--- src/rtl/alu_exec_ctrl_if.sv ---
// Bundle between the execute controller and its environment: instruction
// handshake, ALU operand/result bus, register load/debug port, status.
interface alu_exec_ctrl_if #(
   parameter int RAW = 2
);
   logic           instr_valid;
   logic           instr_ready;
   logic [3:0]     instr_op;
   logic [RAW-1:0] instr_rd;
   logic [RAW-1:0] instr_rs;
   logic [RAW-1:0] instr_rt;
   logic           instr_use_imm;
   logic [7:0]     instr_imm;
   logic           instr_wb;

   logic [7:0]     alu_a;
   logic [7:0]     alu_b;
   logic [3:0]     alu_op;
   logic [7:0]     alu_c;
   logic [7:0]     alu_flags;

   logic           ld_en;
   logic [RAW-1:0] ld_addr;
   logic [7:0]     ld_data;
   logic [RAW-1:0] dbg_addr;
   logic [7:0]     dbg_data;

   logic [7:0]     flags_q;
   logic [7:0]     result_q;
   logic           done;

   modport master (
      output instr_valid, instr_op, instr_rd, instr_rs, instr_rt,
             instr_use_imm, instr_imm, instr_wb,
             alu_c, alu_flags, ld_en, ld_addr, ld_data, dbg_addr,
      input  instr_ready, alu_a, alu_b, alu_op, dbg_data,
             flags_q, result_q, done
   );

   modport slave (
      input  instr_valid, instr_op, instr_rd, instr_rs, instr_rt,
             instr_use_imm, instr_imm, instr_wb,
             alu_c, alu_flags, ld_en, ld_addr, ld_data, dbg_addr,
      output instr_ready, alu_a, alu_b, alu_op, dbg_data,
             flags_q, result_q, done
   );
endinterface

--- src/rtl/alu_exec_ctrl.sv ---
// Serialised IDLE -> EXEC -> WB controller that feeds a sibling 8-bit ALU
// from a small register file and writes the result (or only flags) back.
//
//  state  | meaning
//  S_IDLE | ready for an instruction; operands latched on handshake
//  S_EXEC | ALU operands stable; result and flags captured at end of cycle
//  S_WB   | done pulse; flags committed, result written to rd if wb
module alu_exec_ctrl #(
   parameter int NREGS = 4,
   parameter int RAW   = 2
) (
   input  logic clk,
   input  logic rst,
   alu_exec_ctrl_if.slave bus
);

   typedef enum logic [1:0] {
      S_IDLE = 2'd0,
      S_EXEC = 2'd1,
      S_WB   = 2'd2
   } state_t;

   state_t         r_state;
   state_t         w_state_nx;
   logic           w_ready;
   logic           w_done;
   logic           w_accept;

   logic [7:0]     r_regs [NREGS];
   logic [7:0]     r_a;
   logic [7:0]     r_b;
   logic [3:0]     r_op;
   logic [RAW-1:0] r_rd;
   logic           r_wb;
   logic [7:0]     r_result;
   logic [7:0]     r_flg_n;
   logic [7:0]     r_flags;

   always_ff @(posedge clk or posedge rst) begin
      if (rst) r_state <= S_IDLE;
      else     r_state <= w_state_nx;
   end

   always_comb begin
      w_state_nx = r_state;
      w_ready    = 1'b0;
      w_done     = 1'b0;
      case (r_state)
         S_IDLE: begin
            w_ready = 1'b1;
            if (bus.instr_valid) w_state_nx = S_EXEC;
         end
         S_EXEC:  w_state_nx = S_WB;
         S_WB: begin
            w_done     = 1'b1;
            w_state_nx = S_IDLE;
         end
         default: w_state_nx = S_IDLE;
      endcase
   end

   assign w_accept = w_ready & bus.instr_valid;

   // Operands come from the register array before any same-cycle load lands.
   always_ff @(posedge clk or posedge rst) begin
      if (rst) begin
         r_a  <= '0;
         r_b  <= '0;
         r_op <= '0;
         r_rd <= '0;
         r_wb <= 1'b0;
      end else if (w_accept) begin
         r_a  <= r_regs[bus.instr_rs];
         r_b  <= bus.instr_use_imm ? bus.instr_imm : r_regs[bus.instr_rt];
         r_op <= bus.instr_op;
         r_rd <= bus.instr_rd;
         r_wb <= bus.instr_wb;
      end
   end

   always_ff @(posedge clk or posedge rst) begin
      if (rst) begin
         r_result <= '0;
         r_flg_n  <= '0;
         r_flags  <= '0;
      end else begin
         if (r_state == S_EXEC) begin
            r_result <= bus.alu_c;
            r_flg_n  <= bus.alu_flags;
         end
         if (w_done) r_flags <= r_flg_n;
      end
   end

   // Writeback is the later assignment so it overrides a load to the same address.
   always_ff @(posedge clk or posedge rst) begin
      if (rst) begin
         for (int i = 0; i < NREGS; i++) r_regs[i] <= '0;
      end else begin
         if (bus.ld_en)     r_regs[bus.ld_addr] <= bus.ld_data;
         if (w_done && r_wb) r_regs[r_rd]       <= r_result;
      end
   end

   assign bus.instr_ready = w_ready & ~rst;
   assign bus.alu_a       = r_a;
   assign bus.alu_b       = r_b;
   assign bus.alu_op      = r_op;
   assign bus.dbg_data    = r_regs[bus.dbg_addr];
   assign bus.flags_q     = r_flags;
   assign bus.result_q    = r_result;
   assign bus.done        = w_done;

endmodule

--- src/flat_wrapper.sv ---
// flat-port wrapper written by rule: the top's interface ports become plain ports
module alu_exec_ctrl_flat 
#(
   parameter int NREGS = 4,
   parameter int RAW   = 2
)
  (clk, rst, bus_instr_valid, bus_instr_op, bus_instr_rd, bus_instr_rs, bus_instr_rt, bus_instr_use_imm, bus_instr_imm, bus_instr_wb, bus_alu_c, bus_alu_flags, bus_ld_en, bus_ld_addr, bus_ld_data, bus_dbg_addr, bus_instr_ready, bus_alu_a, bus_alu_b, bus_alu_op, bus_dbg_data, bus_flags_q, bus_result_q, bus_done);
  alu_exec_ctrl_if #(.RAW(RAW)) bus_i ();
  input  logic clk;
  input  logic rst;
  input wire logic [$bits(bus_i.instr_valid)-1:0] bus_instr_valid;
  input wire logic [$bits(bus_i.instr_op)-1:0] bus_instr_op;
  input wire logic [$bits(bus_i.instr_rd)-1:0] bus_instr_rd;
  input wire logic [$bits(bus_i.instr_rs)-1:0] bus_instr_rs;
  input wire logic [$bits(bus_i.instr_rt)-1:0] bus_instr_rt;
  input wire logic [$bits(bus_i.instr_use_imm)-1:0] bus_instr_use_imm;
  input wire logic [$bits(bus_i.instr_imm)-1:0] bus_instr_imm;
  input wire logic [$bits(bus_i.instr_wb)-1:0] bus_instr_wb;
  input wire logic [$bits(bus_i.alu_c)-1:0] bus_alu_c;
  input wire logic [$bits(bus_i.alu_flags)-1:0] bus_alu_flags;
  input wire logic [$bits(bus_i.ld_en)-1:0] bus_ld_en;
  input wire logic [$bits(bus_i.ld_addr)-1:0] bus_ld_addr;
  input wire logic [$bits(bus_i.ld_data)-1:0] bus_ld_data;
  input wire logic [$bits(bus_i.dbg_addr)-1:0] bus_dbg_addr;
  output wire logic [$bits(bus_i.instr_ready)-1:0] bus_instr_ready;
  output wire logic [$bits(bus_i.alu_a)-1:0] bus_alu_a;
  output wire logic [$bits(bus_i.alu_b)-1:0] bus_alu_b;
  output wire logic [$bits(bus_i.alu_op)-1:0] bus_alu_op;
  output wire logic [$bits(bus_i.dbg_data)-1:0] bus_dbg_data;
  output wire logic [$bits(bus_i.flags_q)-1:0] bus_flags_q;
  output wire logic [$bits(bus_i.result_q)-1:0] bus_result_q;
  output wire logic [$bits(bus_i.done)-1:0] bus_done;
  assign bus_i.instr_valid = bus_instr_valid;
  assign bus_i.instr_op = bus_instr_op;
  assign bus_i.instr_rd = bus_instr_rd;
  assign bus_i.instr_rs = bus_instr_rs;
  assign bus_i.instr_rt = bus_instr_rt;
  assign bus_i.instr_use_imm = bus_instr_use_imm;
  assign bus_i.instr_imm = bus_instr_imm;
  assign bus_i.instr_wb = bus_instr_wb;
  assign bus_i.alu_c = bus_alu_c;
  assign bus_i.alu_flags = bus_alu_flags;
  assign bus_i.ld_en = bus_ld_en;
  assign bus_i.ld_addr = bus_ld_addr;
  assign bus_i.ld_data = bus_ld_data;
  assign bus_i.dbg_addr = bus_dbg_addr;
  assign bus_instr_ready = bus_i.instr_ready;
  assign bus_alu_a = bus_i.alu_a;
  assign bus_alu_b = bus_i.alu_b;
  assign bus_alu_op = bus_i.alu_op;
  assign bus_dbg_data = bus_i.dbg_data;
  assign bus_flags_q = bus_i.flags_q;
  assign bus_result_q = bus_i.result_q;
  assign bus_done = bus_i.done;
  alu_exec_ctrl #(.NREGS(NREGS), .RAW(RAW)) u_core (.clk(clk), .rst(rst), .bus(bus_i));
endmodule
--- config.mk ---
export PLATFORM = sky130hd
export DESIGN_NAME = alu_exec_ctrl_flat
export DESIGN_NICKNAME = d
export VERILOG_FILES = /design/src/rtl/alu_exec_ctrl_if.sv /design/src/rtl/alu_exec_ctrl.sv /design/src/flat_wrapper.sv
export SDC_FILE = /design/constraint.sdc
export NUM_CORES = 1
export LEC_CHECK = 0
export ABC_AREA = 0
export BUFFER_PORTS_ARGS = -buffer_cell sky130_fd_sc_hd__buf_2
export CELL_PAD_IN_SITES_DETAIL_PLACEMENT = 1
export CELL_PAD_IN_SITES_GLOBAL_PLACEMENT = 1
export CORE_MARGIN = 2
export CORE_UTILIZATION = 30
export DETAILED_ROUTE_END_ITERATION = 8
export PLACE_DENSITY = 0.57
export SETUP_SLACK_MARGIN = 0.15
export SLEW_MARGIN = 10
export SYNTH_ARGS = -nofsm -noshare
export SYNTH_HDL_FRONTEND = slang
export SYNTH_SLANG_ARGS = --single-unit
--- constraint.sdc ---
create_clock -name clk -period 2.95 [get_ports clk]
set_input_delay 0.1475 -clock clk [delete_from_list [all_inputs] [get_ports clk]]
set_output_delay 0.1475 -clock clk [all_outputs]
set_load 0.05 [all_outputs]
==> impl_results.md <==
- Clock latency on the worst-skew pair: 350 ps
- Initial antenna violation count: 0
- R2r setup slk: 710 ps
- CP cell instances: nand2b_1 > inv_1 > nand4b_1 > mux2_2
- Part of the power in registers: 0.350
- Core ar.: 13300 um^2
- DR WL met3: 533 um
- Top Metal Used: met4
- CTS clk-pin slew, worst paths: 60 ps
- Tcrit/Tclk final: 0.7583
- R2r endpoint: u_core.r_regs[12]
- GP Congestion: 0.7217
- Cells after Synth: 278
- Root buffer cell: clkbuf_16
- Max Clk Rate: 447.0 MHz
- DRT met1 WL: 5079 um
- Switching share of total power: 0.4095
- Routed length per placed instance: 19.90 um
- Setup CP Type: reg -> reg
- Remaining DRCs: 0
- Critical path data arrival time: 2470 ps
- Reg2reg start: u_core.r_state[0]
- Commonest cells after routing, fill and taps aside: buf_2, mux2_2, dfrtp_1, nand2_1, mux4_2
- Sw power: 2189 uW
- Leakage: 0.002309 uW
- Power Density: 1042 nW/um^2
- Syn_nets: 330
- # hold bufs at CTS: 1
- CP max stage cell: nand4b_1
- Worst Path Required: 3180 ps
- CTS Buf Count: 9
- Count of input and output buffers: 97
- Synthesized cell area: 4098 um^2
- Largest stage delay, worst path: 520 ps
- Hold Crit Depth: 2
- Starting DRT DRC Count: 150
- Hold Path Origin: bus_alu_c[6]
- CTS max path bufs: 2
- Maximum vdd ir drop: 342.4 uV
- Largest net degree at the start of global routing: 56
- Hold Vio Cnt, Final: 0
- Max-cap violation count: 0
- # diodes: 0
- Number of global-route vias before repair: 2880
- Die Ht: 120.9 um
- DIE WIDTH: 120.9 um
- Drt pass-1 iters: 4
- Min-delay worst type: in -> reg
- Comb power frac: 0.412
- Vias per cell: 4.853
- WL final: 11070 um
- CTS tree: yes
- Skew final: 7.711 ps
- Clock Power Share: 0.238
- Internal power: 3157 uW
- Num rows: 42
- Total power: 5346 uW
- Outcome: finished clean
- Hold path endpoint: u_core.bus.result_q[6]
- CP Capture Type: register
- Setup TNS Final: 0 ps
- Global-route wire length before repair: 17130 um
- Unrepaired setup endpoints after global routing: no
- DP HPWL: 7778 um
- Post-layout nets: 427
- Layout cell share with drive strength beyond 1: 0.6316
- FF+latch count, synth: 81
- Worst Tran Pin Value: 886.7 ps
- ANT nets after route: 0
- Setup Viol. Count Final: 0
- Clock sinks: 81
- Area growth, synth to finish: 25.16%
- Syn. warnings: 0
- Commonest non-fill, non-tap cell in the layout: buf_2
- Via count: 2698
- Hold Slack: 21.47 ps
- Worst Setup Start Kind: register
- Relative slew slack: 0.4062
- Met2 WL: 5287 um
- Cell variety after synth: 22
- Total track usage: 0.1612
- Die area: 14610 um^2
- Post-CTS resize count: 0
- Post-CTS setup repair buffer count: 0
- Post-synthesis sequential area ratio: 0.4947
- H-tree depth: 3
- Max-slew violations: 0
- Crit-path max FO: 12
- R2R cell count: 4
- Tmin final: 2237 ps
- Gr ovfl total: 0
- Io pins: 98
- Initial core utilization: 0.3082
- Syn Area/Cell: 14.74 um^2
==> layout make-up <==
type	count	area (um^2)
sequential	81	2027
multi-input combinational	179	1987
tap	176	220.2
timing repair buffer	101	543.0
inverter	3	12.51
clock inverter	5	86.33
fill	1400	8167
clock buffer	11	252.7
==> logic make-up after synthesis <==
kind of cell,after synthesis,share of synthesized area
and+or+nand+nor,44,0.05404
buffers and inverters,18,0.02168
DFF,81,0.4947
AOI/OAI and AO/OA,8,0.009771
muxes,127,0.4198
==> registers in the layout, summed over array words and instances, names as in the netlist <==
signal	count
u_core.bus.flags_q	8
u_core.r_regs	32
u_core.r_flg_n	8
u_core.bus.alu_a	8
u_core.bus.alu_b	8
u_core.bus.result_q	8
u_core.r_rd	2
u_core.bus.alu_op	4
u_core.r_wb	1
u_core.r_state	2
==> synth_stat cells <==
library cell / number / area [um^2]
inv_1: 3 / 11.26
buf_2: 5 / 25.02
nand2_1: 24 / 90.09
nand3b_1: 2 / 15.01
buf_1: 2 / 7.510
nand4b_1: 2 / 17.52
mux2_4: 8 / 120.1
clkbuf_1: 6 / 22.52
buf_6: 2 / 22.52
mux2i_1: 8 / 80.08
a21oi_1: 8 / 40.04
nor2_1: 8 / 30.03
nor3b_1: 1 / 7.510
or4b_4: 1 / 13.76
nand4_2: 1 / 12.51
nor3b_2: 1 / 12.51
nor3_1: 1 / 5.000
nand3_1: 1 / 5.000
mux4_2: 24 / 540.5
nand2b_1: 2 / 12.51
dfrtp_1: 81 / 2027
mux2_2: 87 / 979.7
==> worst max-delay path, delay by kind of cell (launching register included) <==
family | cells | cell delay [ps]
simple gates | 2 | 850
mux | 1 | 460
flops | 1 | 410
buf+inv | 1 | 380
==> power by group through the flow <==
| stage | Sequential (uW) | Clock, uW | Combinational (uW) |
|---|---|---|---|
| after detailed placement | 1900 | 0 | 2220 |
| after floorplan | 2490 | 0 | 1030 |
| after global placement | 1860 | 0 | 2180 |
| after CTS | 1880 | 1320 | 2230 |
| final | 1870 | 1270 | 2200 |
| after global routing | 1940 | 1360 | 2330 |
==> through the flow <==
step / setup WS [ps] / instance area, um^2 / instances / util
4_1_cts: 665.9 / 5129 / 556 / 0.3858
6_report: 713.0 / 5129 / 556 / 0.3858
3_3_place_gp: 804.1 / 4780 / 539 / 0.3595
3_5_place_dp: 684.0 / 4780 / 539 / 0.3595
2_1_floorplan: 722.4 / 4098 / 278 / -
5_1_grt: 490.5 / 5129 / 556 / 0.3858
==> worst max-delay path by stage <==
stage,slack [ps],endpoint,cells after the start,startpoint
after floorplan,720,u_core.bus.alu_a[0],1,rst
after global placement,800,u_core.r_regs[16],4,u_core.r_state[0]
after detailed placement,680,u_core.r_regs[18],4,u_core.r_state[0]
after CTS,670,u_core.r_regs[12],4,u_core.r_state[0]
after global routing,490,u_core.r_regs[12],4,u_core.r_state[0]
final,710,u_core.r_regs[12],4,u_core.r_state[0]
==> layer usage <==
metal,vias up,GRT usage
li1,1238,-
met1,1378,0.2171
met2,68,0.2496
met3,14,0.04182
met4,0,0.06032
met5,-,0
No activity file was read; power rests on OpenSTA's default activity.
